**config.mk**
```make
export PLATFORM = sky130hd
export DESIGN_NAME = m_drop_controller
export DESIGN_NICKNAME = d
export VERILOG_FILES = /design/src/rtl/m_drop_controller_pkg.sv /design/src/rtl/m_pile_counter.sv /design/src/rtl/m_drop_controller.sv
export SDC_FILE = /design/constraint.sdc
export NUM_CORES = 1
export LEC_CHECK = 0
export CAP_MARGIN = 10
export CELL_PAD_IN_SITES_DETAIL_PLACEMENT = 1
export CELL_PAD_IN_SITES_GLOBAL_PLACEMENT = 2
export CORE_MARGIN = 2
export CORE_UTILIZATION = 32
export CTS_BUF_LIST = sky130_fd_sc_hd__clkbuf_16
export CTS_CLUSTER_SIZE = 24
export DETAILED_ROUTE_END_ITERATION = 7
export PLACE_DENSITY_LB_ADDON = 0.1
export RECOVER_POWER = 50
export SETUP_SLACK_MARGIN = 0.2
export SLEW_MARGIN = 20
export SYNTH_ARGS = -nofsm -noshare
export SYNTH_HDL_FRONTEND = slang
export SYNTH_SLANG_ARGS = --single-unit
```
**constraint.sdc**
```tcl
create_clock -name i_clk -period 2.4 [get_ports i_clk]
set_input_delay 0.24 -clock i_clk [delete_from_list [all_inputs] [get_ports i_clk]]
set_output_delay 0.24 -clock i_clk [all_outputs]
set_load 0.05 [all_outputs]
```
**src/rtl/m_drop_controller_pkg.sv**
```systemverilog
// Board geometry, field widths and FSM encoding shared by the drop controller
// and its pile counter.
package m_drop_controller_pkg;
   localparam int COL_COUNT             = 7;
   localparam int ROW_COUNT             = 6;
   localparam int COL_SIZE              = 3;
   localparam int ROW_SIZE              = 3;
   localparam int PILE_COUNT_ARRAY_SIZE = COL_COUNT * ROW_SIZE;
   localparam int MOVE_SIZE             = 6;
   localparam int CELL_COUNT            = COL_COUNT * ROW_COUNT;

   typedef enum logic [1:0] {
      S_IDLE = 2'd0,
      S_EVAL = 2'd1,
      S_OUT  = 2'd2
   } state_t;
endpackage

```
**src/rtl/m_pile_counter.sv**
```systemverilog
// Looks up the stack height of one column and produces the array with that
// column bumped by one. Out-of-range columns report height 0.
module m_pile_counter
   import m_drop_controller_pkg::*;
(
   input  logic [PILE_COUNT_ARRAY_SIZE-1:0] i_pile_count_array,
   input  logic [COL_SIZE-1:0]              i_col,
   output logic                             o_valid,
   output logic [ROW_SIZE-1:0]              o_height,
   output logic [PILE_COUNT_ARRAY_SIZE-1:0] o_pile_count_array
);
   logic [ROW_SIZE-1:0] h;

   always_comb begin
      h                  = '0;
      o_pile_count_array = i_pile_count_array;
      for (int c = 0; c < COL_COUNT; c++) begin
         if (i_col == COL_SIZE'(c)) begin
            h = i_pile_count_array[c*ROW_SIZE +: ROW_SIZE];
            o_pile_count_array[c*ROW_SIZE +: ROW_SIZE] = h + ROW_SIZE'(1);
         end
      end
   end

   assign o_height = h;
   assign o_valid  = (h < ROW_SIZE'(ROW_COUNT));
endmodule

```
**src/rtl/m_drop_controller.sv**
```systemverilog
// Connect-Four move sequencer: accepts column drops, validates them against
// the pile-count array, and presents each committed drop until acknowledged.
module m_drop_controller
   import m_drop_controller_pkg::*;
(
   input  logic                             i_clk,
   input  logic                             i_rst_n,
   input  logic                             i_clear,
   input  logic                             i_req,
   input  logic [COL_SIZE-1:0]              i_col,
   output logic                             o_ready,
   output logic                             o_reject,
   output logic                             o_drop_valid,
   output logic [COL_SIZE-1:0]              o_drop_col,
   output logic [ROW_SIZE-1:0]              o_drop_row,
   output logic                             o_drop_player,
   input  logic                             i_drop_ack,
   output logic                             o_player,
   output logic [PILE_COUNT_ARRAY_SIZE-1:0] o_pile_count_array,
   output logic [MOVE_SIZE-1:0]             o_move_count,
   output logic                             o_board_full
);
   state_t                           state, nxt_state;
   logic [COL_SIZE-1:0]              r_col, nxt_col;
   logic [PILE_COUNT_ARRAY_SIZE-1:0] r_arr, nxt_arr;
   logic [MOVE_SIZE-1:0]             r_cnt, nxt_cnt;
   logic                             r_player, nxt_player;
   logic                             r_reject, nxt_reject;
   logic                             r_dv, nxt_dv;
   logic [COL_SIZE-1:0]              r_dcol, nxt_dcol;
   logic [ROW_SIZE-1:0]              r_drow, nxt_drow;
   logic                             r_dpl, nxt_dpl;

   logic                             pc_valid;
   logic [ROW_SIZE-1:0]              pc_height;
   logic [PILE_COUNT_ARRAY_SIZE-1:0] pc_arr;
   logic                             col_ok;

   m_pile_counter u_pile_counter (
      .i_pile_count_array (r_arr),
      .i_col              (r_col),
      .o_valid            (pc_valid),
      .o_height           (pc_height),
      .o_pile_count_array (pc_arr)
   );

   // The pile counter aliases column 7 onto nothing, so range-check here.
   assign col_ok       = (r_col < COL_SIZE'(COL_COUNT)) && pc_valid;
   assign o_board_full = (r_cnt == MOVE_SIZE'(CELL_COUNT));
   assign o_ready      = (state == S_IDLE) && !o_board_full;

   always_ff @(posedge i_clk or negedge i_rst_n) begin
      if (!i_rst_n) begin
         state    <= S_IDLE;
         r_col    <= '0;
         r_arr    <= '0;
         r_cnt    <= '0;
         r_player <= 1'b0;
         r_reject <= 1'b0;
         r_dv     <= 1'b0;
         r_dcol   <= '0;
         r_drow   <= '0;
         r_dpl    <= 1'b0;
      end else begin
         state    <= nxt_state;
         r_col    <= nxt_col;
         r_arr    <= nxt_arr;
         r_cnt    <= nxt_cnt;
         r_player <= nxt_player;
         r_reject <= nxt_reject;
         r_dv     <= nxt_dv;
         r_dcol   <= nxt_dcol;
         r_drow   <= nxt_drow;
         r_dpl    <= nxt_dpl;
      end
   end

   always_comb begin
      nxt_state  = state;
      nxt_col    = r_col;
      nxt_arr    = r_arr;
      nxt_cnt    = r_cnt;
      nxt_player = r_player;
      nxt_reject = 1'b0;
      nxt_dv     = r_dv;
      nxt_dcol   = r_dcol;
      nxt_drow   = r_drow;
      nxt_dpl    = r_dpl;
      if (i_clear) begin
         nxt_state  = S_IDLE;
         nxt_arr    = '0;
         nxt_cnt    = '0;
         nxt_player = 1'b0;
         nxt_dv     = 1'b0;
      end else begin
         case (state)
            S_IDLE: begin
               if (i_req && o_ready) begin
                  nxt_col   = i_col;
                  nxt_state = S_EVAL;
               end
            end
            S_EVAL: begin
               if (col_ok) begin
                  nxt_arr   = pc_arr;
                  if (r_cnt < MOVE_SIZE'(CELL_COUNT))
                     nxt_cnt = r_cnt + MOVE_SIZE'(1);
                  nxt_dv    = 1'b1;
                  nxt_dcol  = r_col;
                  nxt_drow  = pc_height;
                  nxt_dpl   = r_player;
                  nxt_state = S_OUT;
               end else begin
                  nxt_reject = 1'b1;
                  nxt_state  = S_IDLE;
               end
            end
            S_OUT: begin
               if (i_drop_ack) begin
                  nxt_dv     = 1'b0;
                  nxt_player = ~r_player;
                  nxt_state  = S_IDLE;
               end
            end
            default: nxt_state = S_IDLE;
         endcase
      end
   end

   assign o_reject           = r_reject;
   assign o_drop_valid       = r_dv;
   assign o_drop_col         = r_dcol;
   assign o_drop_row         = r_drow;
   assign o_drop_player      = r_dpl;
   assign o_player           = r_player;
   assign o_pile_count_array = r_arr;
   assign o_move_count       = r_cnt;
endmodule

```
==> reports/summary.txt, run 1 <==
Number of synthesized flops with an enable pin - 0
ANT cells - 0
CP Data Arrival Time - 2.28 ns
Via-to-Cell Ratio - 5.07
Fillers - 814
Gpl congestion - 0.775
YS warnings - 0
Status - finished, violations left
Final Skew - 0.00424 ns
Final Max Slew Viols - 30
Htree depth - 2
Post-Syn Area - 0.00238 sq mm
Sink Count - 42
# IOs - 47
Top post-synthesis cells by area - dfrtp_1, mux2_4, ha_1
Initial Util - 0.330
CP required - 2.57 ns
Crit path cell chain - buf_6 -> nand2b_1 -> o32a_1 -> a32o_2 -> nor2_4 -> or3_4 -> mux2_4
Net count after synthesis - 248
Avg Inst Size Synth - 10.3 sq um
Period utilization - 0.879
FF/Latch Area - 0.00106 sq mm
Core area - 0.00721 sq mm
Worst setup path endpoint - o_drop_col[2]$_DFFE_PN0P_
Synth Area in Compound Gates - 0.145
Total grt overflow - 0
Slew headroom - -0.133
Violated checks - capacitance limit, slew limit
Via count - 1991
Most numerous cell in the Yosys netlist - dfrtp_1
Area delta synth->final - 40.5%
Number of routed nets with antenna violations - 0
Initial DRT Pass Iterations - 4
Initial antenna violation count - 0
Largest net degree at the start of global routing - 30
Nets - 310
Cell Pwr Density - 741 mW/mm^2
Mapped Cells - 231
Vias in the first global route - 2086
Hpwl dp - 5070 um
Setup crit start - r_col[1]$_DFFE_PN0P_
FF+latch count, synth - 42
Simple-gate area share of the yosys netlist - 0.181
Initial DRC count - 64
RSZ-0062 raised after global routing - no
# port buffers - 46
Final setup TNS - 0 ns
Final hold viol count - 0
Worst min-delay path category - in -> async
Detailed-route DRC error count - 0
Total CTS buffers - 5
Share of cells above drive strength 1 - 0.259
Max-cap viol count - 1
Reg2Reg Depth - 7
Die X - 90.3 um
Element type at the critical path end - flop
R2R Path End - o_drop_col[2]$_DFFE_PN0P_
Crit path largest cell delay - 0.42 ns
Area of the multi-input gates - 0.00134 sq mm
LEAKAGE - 1.43 nW
Adder-cell area share of the yosys netlist - 0.0473
Row count - 31
Synth cell count leaders - dfrtp_1, nand2_1, nor2_1
Post-synthesis xor/xnor area fraction - 0.0221
Post-synthesis mux area share - 0.127
FFs w/ async S/R, synth - 1.00
Worst r2r src - r_col[1]$_DFFE_PN0P_
Setup violators final - 0
Reg clk slew, reported paths - 0.06 ns
Tot GR Track Use - 0.177
Post-Route WL - 6870 um
Worst vdd ir - 0.000254 V
Max Clock Freq - 474 MHz
Wire per inst - 17.5 um
Die Area - 0.00815 sq mm
Worst skew pair latency - 0.28 ns
Worst slew pin tran - 1.70 ns
Minimum clock period - 2.11 ns
First-pass GRT wire length - 11400 um
Root Driver - clkbuf_16
R2r setup slk - 0.29 ns
Synth cell types - 52
Main synth FF type - dfrtp_1
CTS max path bufs - 2
Register area share after synthesis - 0.441
Crit-path slowest cell - dfrtp_2
Critical path launch point type - flop
Finished Cell Area - 0.00335 sq mm
Yosys top cell by area - dfrtp_1
Synth top area share - 0.441
Setup CP Type - reg -> reg
CP Max Fanout - 7
CTS tree - built
Largest family of logic cells by synthesized area - simple AND/OR/NAND/NOR gates
Post-DP Area - 0.00308 sq mm
Die height - 90.3 um
## metal layers
layer,part of all wire,wire [um],track usage,vias up
met3,0.029,202,0.0267,16
met2,0.45,3100,0.264,38
met4,0.027,184,0.0808,0
met1,0.49,3380,0.253,979
li1,-,-,-,958
met5,0,0,0,-
## report_power, final
part / switching (mW) / internal (mW) / leakage, nW
registers: 0.0593 / 0.774 / 0.556
logic: 0.466 / 0.305 / 0.782
clock network: 0.283 / 0.593 / 0.0915
## cells in the final DEF (no fill, tap or decap), types with 9 or more instances in the layout
master,n
dfrtp_2,9
a21oi_1,10
dlygate4sd3_1,17
dfrtp_1,33
nand2_1,30
nor2_1,17
buf_4,19
mux2_4,11
o21ai_0,11
clkdlybuf4s50_1,26
## state kept, by name (all words and copies together), names as in the netlist
| name | cells |
|---|---|
| o_drop_col | 3 |
| o_drop_player | 1 |
| o_drop_row | 3 |
| o_drop_valid | 1 |
| o_move_count | 6 |
| o_pile_count_array | 21 |
| o_player | 1 |
| o_reject | 1 |
| r_col | 3 |
| state | 2 |
## worst min-delay path by stage
stage	endpoint	slack (ns)	cells after the start
finish	o_reject$_DFF_PN0_	0.39	1
global route	o_pile_count_array[14]$_DFFE_PN0P_	0.52	1
CTS	o_reject$_DFF_PN0_	0.03	1
detailed placement	o_reject$_DFF_PN0_	0.35	1
global placement	o_reject$_DFF_PN0_	0.33	1
floorplan	o_drop_col[0]$_DFFE_PN0P_	-0.06	0
## critical path: cells and delay by family, from the launching register on
| kind | cells | cell delay (ns) |
|---|---|---|
| AND/OR/NAND/NOR | 3 | 0.48 |
| multiplexers | 1 | 0.31 |
| flip-flops | 1 | 0.42 |
| AO/OA/AOI/OAI | 2 | 0.65 |
| buffers and inverters | 1 | 0.14 |
## logic make-up after synthesis
kind of cell | after synthesis
AO/OA/AOI/OAI | 47
XOR/XNOR | 6
adder cells (fa/ha/maj) | 9
buffers and inverters | 18
flip-flops | 42
multiplexers | 24
AND/OR/NAND/NOR | 85
## final cells by class
| type | instances | share of cell area |
|---|---|---|
| Multi-Input combinational cell | 171 | 0.401 |
| Sequential cell | 42 | 0.317 |
| Timing Repair Buffer | 68 | 0.182 |
| Clock buffer | 5 | 0.0374 |
| Tap cell | 99 | 0.0370 |
| Clock inverter | 3 | 0.0191 |
| Inverter | 5 | 0.00561 |
## through the flow
step                instances  setup slack, ns   util  hold slack [ns]  power (mW)
floorplan                 231           0.0976      -          -0.0556        1.33
global placement          383            0.113  0.427            0.333        1.60
detailed placement        383           0.0232  0.427            0.346        1.60
CTS                       391            0.204  0.455           0.0348        2.49
global route              393            0.194  0.464            0.516        2.59
finish                    393            0.290  0.464            0.393        2.48
## what timing repair did
| item | in CTS | in global routing |
|---|---|---|
| resized for setup | 5 | 13 |
| gates cloned | 0 | 1 |
| setup buffers | 0 | 1 |
| setup endpoints to repair | 12 | 18 |
| pin swaps | 1 | 3 |
| hold buffers | 0 | 0 |
(Power assumes the default switching activity.)
==> run 2: changes to the inputs <==
--- a/config.mk
+++ b/config.mk
@@ -14,7 +14,7 @@
 export CTS_CLUSTER_SIZE = 24
 export DETAILED_ROUTE_END_ITERATION = 7
 export PLACE_DENSITY_LB_ADDON = 0.1
-export RECOVER_POWER = 50
+export RECOVER_POWER = 25
 export SETUP_SLACK_MARGIN = 0.2
 export SLEW_MARGIN = 20
 export SYNTH_ARGS = -nofsm -noshare
==> reports/summary.txt, run 2 (synthesis results as in run 1) <==
# IOs - 47
Row count - 31
LEAKAGE - 1.38 nW
Hpwl dp - 5070 um
CTS max path bufs - 2
Max-cap viol count - 1
# port buffers - 46
CTS tree - built
Slew headroom - -0.137
Crit-path slowest cell - dfrtp_2
Max reg flops - 21
Vias in the first global route - 2086
Worst Path Buf+Inv - 1
Area delta synth->final - 40.7%
Worst slew pin tran - 1.71 ns
Number of routed nets with antenna violations - 0
Final setup TNS - 0 ns
First-pass GRT wire length - 11400 um
Commonest non-fill, non-tap cells in the layout - clkdlybuf4s50_1, dfrtp_1, nand2_1
Final Max Slew Viols - 30
Wire per inst - 17.5 um
Setup violators final - 0
Critical path launch point type - flop
Total CTS buffers - 5
Pre-CTS setup slack - 0.0232 ns
Die Area - 0.00815 sq mm
Worst vdd ir - 0.000254 V
Initial antenna violation count - 0
ANT cells - 0
CP Max Fanout - 7
Max Clock Freq - 474 MHz
Worst path top cell family by delay - compound AO/OA/AOI/OAI gates
Commonest non-fill, non-tap cell in the layout - clkdlybuf4s50_1
CP Data Arrival Time - 2.28 ns
Initial DRC count - 62
Root Driver - clkbuf_16
Detailed-route DRC error count - 0
Minimum clock period - 2.11 ns
Htree depth - 2
Core area - 0.00721 sq mm
Initial DRT Pass Iterations - 4
Largest net degree at the start of global routing - 30
Share of cells above drive strength 1 - 0.265
Tot Pwr - 2.50 mW
Worst min-delay path category - in -> async
Final Skew - 0.00424 ns
Tot GR Track Use - 0.177
Period utilization - 0.879
Finished Cell Area - 0.00335 sq mm
Setup WS post-layout - 0.289 ns
Status - finished, violations left
Die height - 90.3 um
Reg clk slew, reported paths - 0.06 ns
Setup crit start - r_col[1]$_DFFE_PN0P_
Crit path largest cell delay - 0.42 ns
Worst skew pair latency - 0.28 ns
Final hold viol count - 0
CP required - 2.57 ns
Cell Pwr Density - 746 mW/mm^2
Initial Util - 0.330
Element type at the critical path end - flop
Post-DP Area - 0.00308 sq mm
Via-to-Cell Ratio - 5.05
Crit path cell chain - buf_6 -> nand2b_1 -> o32a_1 -> a32o_2 -> nor2_4 -> or3_4 -> mux2_4
Die X - 90.3 um
Setup CP Type - reg -> reg
Via count - 1986
RSZ-0062 raised after global routing - no
Gpl congestion - 0.775
Violated checks - capacitance limit, slew limit
Nets - 310
Total grt overflow - 0
Post-Route WL - 6880 um
Worst r2r src - r_col[1]$_DFFE_PN0P_
Sink Count - 42
## run 2: cell types whose count changed in the layout (fill, tap and decap cells not counted)
cell,previous run,this run
buf_4,19,20
dlygate4sd3_1,17,0
dfrtp_2,9,10
clkdlybuf4s50_1,26,43
dfrtp_1,33,32
clkbuf_1,3,2
## run 2: repair_timing
action | CTS | global route
hold buffers | 0 | 0
resized for setup | 5 | 13
cloned | 0 | 1
setup buffers | 0 | 1
endpoints found under the setup margin | 12 | 18
pin swaps | 1 | 3
## run 2: layer usage
layer,global-route usage,share of wire,routed length [um]
met1,0.253,0.49,3390
met2,0.264,0.45,3100
met3,0.0267,0.029,202
met4,0.0808,0.027,184
met5,0,0,0
## run 2: report_power, final
group          total (mW)  switching (mW)  internal (mW)
logic               0.788           0.466          0.322
registers           0.836          0.0616          0.774
clock network       0.876           0.283          0.593
total                2.50           0.811           1.69
## run 2: per-stage QoR
step	instances	hold slack [ns]	utilization
after global routing	393	0.521	0.465
after CTS	391	0.0348	0.455
final	393	0.396	0.465
after global placement	383	0.333	0.427
after floorplan	231	-0.0556	-
after detailed placement	383	0.346	0.427
## run 2: final timing paths
check                           slack, ns  cells past startpoint                        end
worst min register to register       0.52                      1  o_drop_row[1]$_DFFE_PN0P_
worst max register to register       0.29                      7  o_drop_col[2]$_DFFE_PN0P_
worst min-delay path                 0.40                      1         o_reject$_DFF_PN0_
min in group i_clk                   0.52                      1  o_drop_row[1]$_DFFE_PN0P_
worst max-delay path                 0.29                      7  o_drop_col[2]$_DFFE_PN0P_
max in group asynchronous            0.89                      1       r_col[1]$_DFFE_PN0P_
## run 2: worst register-to-register path: stages, from the launching register on
cell and delay (ns):
dfrtp_2 0.42, buf_6 0.14, nand2b_1 0.09, o32a_1 0.33
a32o_2 0.32, nor2_4 0.16, or3_4 0.23, mux2_4 0.31
## run 2: cell type report
class	instances	area, sq um
Timing Repair Buffer	68	613
Tap cell	99	124
Fill cell	814	3860
Clock inverter	3	63.8
Inverter	5	18.8
Clock buffer	5	125
Multi-Input combinational cell	171	1340
Sequential cell	42	1060
==> run 3: changes to the inputs <==
--- a/config.mk
+++ b/config.mk
@@ -9,8 +9,8 @@
 export CELL_PAD_IN_SITES_DETAIL_PLACEMENT = 1
 export CELL_PAD_IN_SITES_GLOBAL_PLACEMENT = 2
 export CORE_MARGIN = 2
-export CORE_UTILIZATION = 32
-export CTS_BUF_LIST = sky130_fd_sc_hd__clkbuf_16
+export CORE_UTILIZATION = 34
+export CTS_BUF_LIST = sky130_fd_sc_hd__clkbuf_4
 export CTS_CLUSTER_SIZE = 24
 export DETAILED_ROUTE_END_ITERATION = 7
 export PLACE_DENSITY_LB_ADDON = 0.1
==> reports/summary.txt, run 3 (synthesis results as in run 1) <==
Worst slew pin tran - 1.48 ns
Worst min-delay path category - in -> reg
Root Driver - clkbuf_4
Reg2Reg Depth - 9
Detailed-route DRC error count - 0
Max-cap viol count - 0
Initial DRT Pass Iterations - 4
CP Max Fanout - 8
Worst r2r src - r_col[1]$_DFFE_PN0P_
Total grt overflow - 0
Max Clock Freq - 461 MHz
Cell Pwr Density - 668 mW/mm^2
Final Max Slew Viols - 0
Row count - 30
RSZ-0062 raised after global routing - yes
Initial antenna violation count - 0
Sink Count - 42
Setup WS post-layout - 0.228 ns
Die Area - 0.00769 sq mm
Placed instance count - 380
# port buffers - 46
Die X - 87.7 um
Tot GR Track Use - 0.190
Hpwl dp - 5000 um
Total CTS buffers - 5
CP Data Arrival Time - 2.42 ns
ANT cells - 0
Final setup TNS - 0 ns
Minimum clock period - 2.17 ns
Via-to-Cell Ratio - 5.04
Worst skew pair latency - 0.36 ns
Pre-CTS setup slack - 0.0446 ns
Vias in the first global route - 2095
Slew headroom - 0.0123
Element type at the critical path end - flop
Initial Util - 0.351
CTS tree - built
Non-filler cells, final - 393
Final hold viol count - 0
Setup crit start - r_col[1]$_DFFE_PN0P_
Setup CP Type - reg -> reg
Crit-path slowest cell - dfrtp_2
Gpl congestion - 0.799
Setup violators final - 0
Die height - 87.7 um
First-pass GRT wire length - 11200 um
Commonest non-fill, non-tap cell in the layout - clkdlybuf4s50_1
CTS max path bufs - 2
Final Skew - 0.0170 ns
Commonest non-fill, non-tap cells in the layout - clkdlybuf4s50_1, dfrtp_1, nand2_1
Max reg flops - 21
Post-Route WL - 6770 um
Via count - 1982
Area delta synth->final - 39.2%
Period utilization - 0.905
Share of cells above drive strength 1 - 0.266
Initial DRC count - 42
Critical path launch point type - flop
Wire per inst - 17.2 um
Number of routed nets with antenna violations - 0
Reg clk slew, reported paths - 0.14 ns
LEAKAGE - 1.38 nW
CP required - 2.64 ns
Largest net degree at the start of global routing - 27
Crit path cell chain - buf_8 -> and3b_1 -> o21ai_2 -> a32o_2 -> nor2_4 -> buf_6 -> nor3_1 -> buf_4 -> mux2_2
# IOs - 47
Nets - 313
Crit path largest cell delay - 0.50 ns
Hold Path Origin - i_col[2]
Core area - 0.00679 sq mm
Hold Path Depth - 2
Status - finished clean
Htree depth - 2
Worst vdd ir - 0.000224 V
run 3: critical path: cells and delay by family (launching register included):
kind | cells | cell delay (ns)
mux | 1 | 0.32
flops | 1 | 0.50
buf+inv | 3 | 0.46
compound gates | 2 | 0.37
simple gates | 3 | 0.41
run 3: metal layers:
metal	vias up	global-route usage	routed length, um
li1	953	-	-
met1	993	0.267	3370
met2	32	0.311	3170
met3	4	0.0320	182
met4	0	0.0378	49
met5	-	0	0
run 3: area by class of cell:
type | count | area [sq um]
fill | 760 | 3480
multi-input combinational | 171 | 1330
sequential | 42 | 1060
timing repair buffer | 71 | 679
tap | 96 | 120
clock inverter | 3 | 63.8
clock buffer | 5 | 37.5
inverter | 5 | 18.8
run 3: power by group:
part	internal (mW)	total [mW]	switching, mW
registers	0.772	0.840	0.0678
logic	0.350	0.809	0.459
clock network	0.321	0.565	0.244
total	1.44	2.21	0.771
run 3: final timing paths:
kind / end / slack, ns
setup / recovery: o_pile_count_array[15]$_DFFE_PN0P_ / 0.23
hold / removal: r_col[2]$_DFFE_PN0P_ / 0.50
setup reg to reg: o_pile_count_array[15]$_DFFE_PN0P_ / 0.23
hold reg to reg: o_drop_col[0]$_DFFE_PN0P_ / 0.53
max in group asynchronous: o_pile_count_array[13]$_DFFE_PN0P_ / 0.62
min in group asynchronous: o_drop_row[1]$_DFFE_PN0P_ / 0.75
run 3: stage by stage:
| stage | power [mW] | cell area (sq um) | util | hold WS, ns |
|---|---|---|---|---|
| final | 2.21 | 3320 | 0.488 | 0.502 |
| after global placement | 1.60 | 3090 | 0.455 | 0.291 |
| after CTS | 2.19 | 3240 | 0.477 | 0.425 |
| after detailed placement | 1.61 | 3090 | 0.455 | 0.299 |
| after global routing | 2.33 | 3320 | 0.488 | 0.493 |
| after floorplan | 1.33 | 2430 | - | -0.0556 |
run 3: timing repair:
| item | 4_1_cts | 5_1_grt |
|---|---|---|
| resized for setup | 9 | 14 |
| hold endpoints to repair | 24 | 0 |
| setup endpoints to repair | 15 | 24 |
| cloned | 0 | 1 |
| setup buffers | 1 | 2 |
| pin swaps | 2 | 4 |
| hold buffers | 1 | 0 |
==> edit (flow settings as in run 2) <==
Encoding of `state_t`: now one-hot (3 bits for 3 states).
--- a/src/rtl/m_drop_controller_pkg.sv
+++ b/src/rtl/m_drop_controller_pkg.sv
@@ -9,10 +9,10 @@
    localparam int MOVE_SIZE             = 6;
    localparam int CELL_COUNT            = COL_COUNT * ROW_COUNT;
 
-   typedef enum logic [1:0] {
-      S_IDLE = 2'd0,
-      S_EVAL = 2'd1,
-      S_OUT  = 2'd2
+   typedef enum logic [2:0] {
+      S_IDLE = 3'b001,
+      S_EVAL = 3'b010,
+      S_OUT  = 3'b100
    } state_t;
 endpackage
 
Function: same outputs for any inputs over 10 cycles, from zero or initial values and one cycle with i_rst_n low; not proved beyond that.
==> edit against run 2 <==
- the run still ends with max-capacitance violations, max-slew violations left
- clock skew rose by 0.0017 ns
- fmax fell by 0.36%
- worst setup slack got worse by 0.0077 ns
- sequential share of layout area rose by 1.3 points
- sequential cell count rose by 1
- synthesized area rose by 5.8%
- design area fell by 2.1%
- cell count fell by 1.0%
- via count fell by 1.8%
- power fell by 16%
- routed wire length fell by 2.8%
==> edit: results (changes against run 2) <==
status finished with violations (unchanged); failing checks max-capacitance violations, max-slew violations (unchanged); top post-synthesis cells by count 42 x dfrtp_1, 24 x nor2_1, 20 x a21oi_1, 10 x nand3_1, 10 x nor2b_1 (was 42 x dfrtp_1, 30 x nand2_1, 17 x nor2_1, 11 x a21oi_1, 11 x o21ai_0); VDD IR max 0.269 mV (was 0.254 mV); Worst R2R Path Depth 5 (was 7); Tightest Pin Transition 1.53 ns (was 1.71 ns); RD Place Congestion 0.753 (was 0.775); via count 1951 (was 1986); reg2reg end o_move_count[4] (was o_drop_col[2]); Syn Nets 252 (was 248); Synth area leaders dfrtp_1 42%, mux2_4 4.8%, ha_1 4.5% (was dfrtp_1 44%, mux2_4 5.0%, ha_1 4.7%); critical path's top delay family multiplexers (was compound AO/OA/AOI/OAI gates); Clock Skew 0.00598 ns (was 0.00424 ns); fill cell count 861 (was 814); final hold slack 0.321 ns (was 0.396 ns); dpl ws 0.196 ns (was 0.0232 ns); gr usage total 17.0% (was 17.7%); placed inst area 3140 µm² (was 3080 µm²); met3 usage 3.09% (was 2.67%); Netlist cell types 54 (was 52); met2 usage 26.7% (was 26.4%); metal1 wirelength 3300 µm (was 3390 µm); Max Slew Vio Count 27 (was 30); Cell Count Post-Placement 381 (was 383); CP peak stage delay 0.49 ns (was 0.42 ns); DR iter-0 viols 50 (was 62); Max Cap Violations 1 (unchanged); Final HPWL DP 4930 µm (was 5070 µm); area of the multi-input gates 1390 µm² (was 1340 µm²); fraction of layout cells with a size suffix above 1 19.9% (was 26.5%); Max FO, Critical Path 10 (was 7); WL per Instance 17.2 µm (was 17.5 µm); WL final 6690 µm (was 6880 µm); GRT met1 Usage 24.0% (was 25.3%); nets 303 (was 310)
==> edit: cell count changes in the layout (fill, tap and decap cells not counted), sizes merged, moves of 3 or more <==
cell	run 2	this run
inv	4	9
o21ai	13	8
nand3	3	12
nand2	30	9
mux2i	7	4
and3	1	6
nor2	18	24
buf	22	9
a21oi	11	21
or3	9	0
==> edit: how the worst max path moves through the flow <==
stage | endpoint | slack (ns) | from
2_1_floorplan | r_col[0] | -0.08 | o_move_count[0]
3_3_place_gp | o_move_count[4] | 0.25 | r_col[1]
3_5_place_dp | o_move_count[4] | 0.20 | r_col[1]
4_1_cts | o_move_count[4] | 0.26 | r_col[1]
5_1_grt | o_move_count[4] | 0.20 | r_col[1]
6_report | o_move_count[4] | 0.28 | r_col[1]
==> edit: area by class of cell <==
type / instances / area share, %
clock buffers: 5 / 3.81
clock inverters: 3 / 0.343
inverters: 8 / 0.915
multi-input cells: 173 / 42.3
flip-flops and latches: 43 / 33.1
well taps: 102 / 3.89
repair buffers: 55 / 15.7
==> edit: what timing repair did <==
action | 4_1_cts | 5_1_grt
pin swaps | 0 | 0
resized for setup | 2 | 2
endpoints found under the setup margin | 2 | 7
==> edit: report_power, final <==
| group | total, µW | switching, µW | internal [µW] | leakage (µW) |
|---|---|---|---|---|
| Combinational | 606 | 366 | 241 | 0.000772 |
| Sequential | 845 | 67.8 | 778 | 0.000576 |
| Clock | 652 | 277 | 375 | 0.0000701 |
==> edit: logic make-up (layout without fill, tap and decap cells) <==
family,count (synthesis),after routing,synth area share (%)
buf+inv,19,71,3.62
simple gates,83,83,18.2
flops,43,43,42.8
mux,23,23,12.2
xor+xnor,9,9,3.13
compound gates,49,49,15.6
fa+ha+maj,9,9,4.47
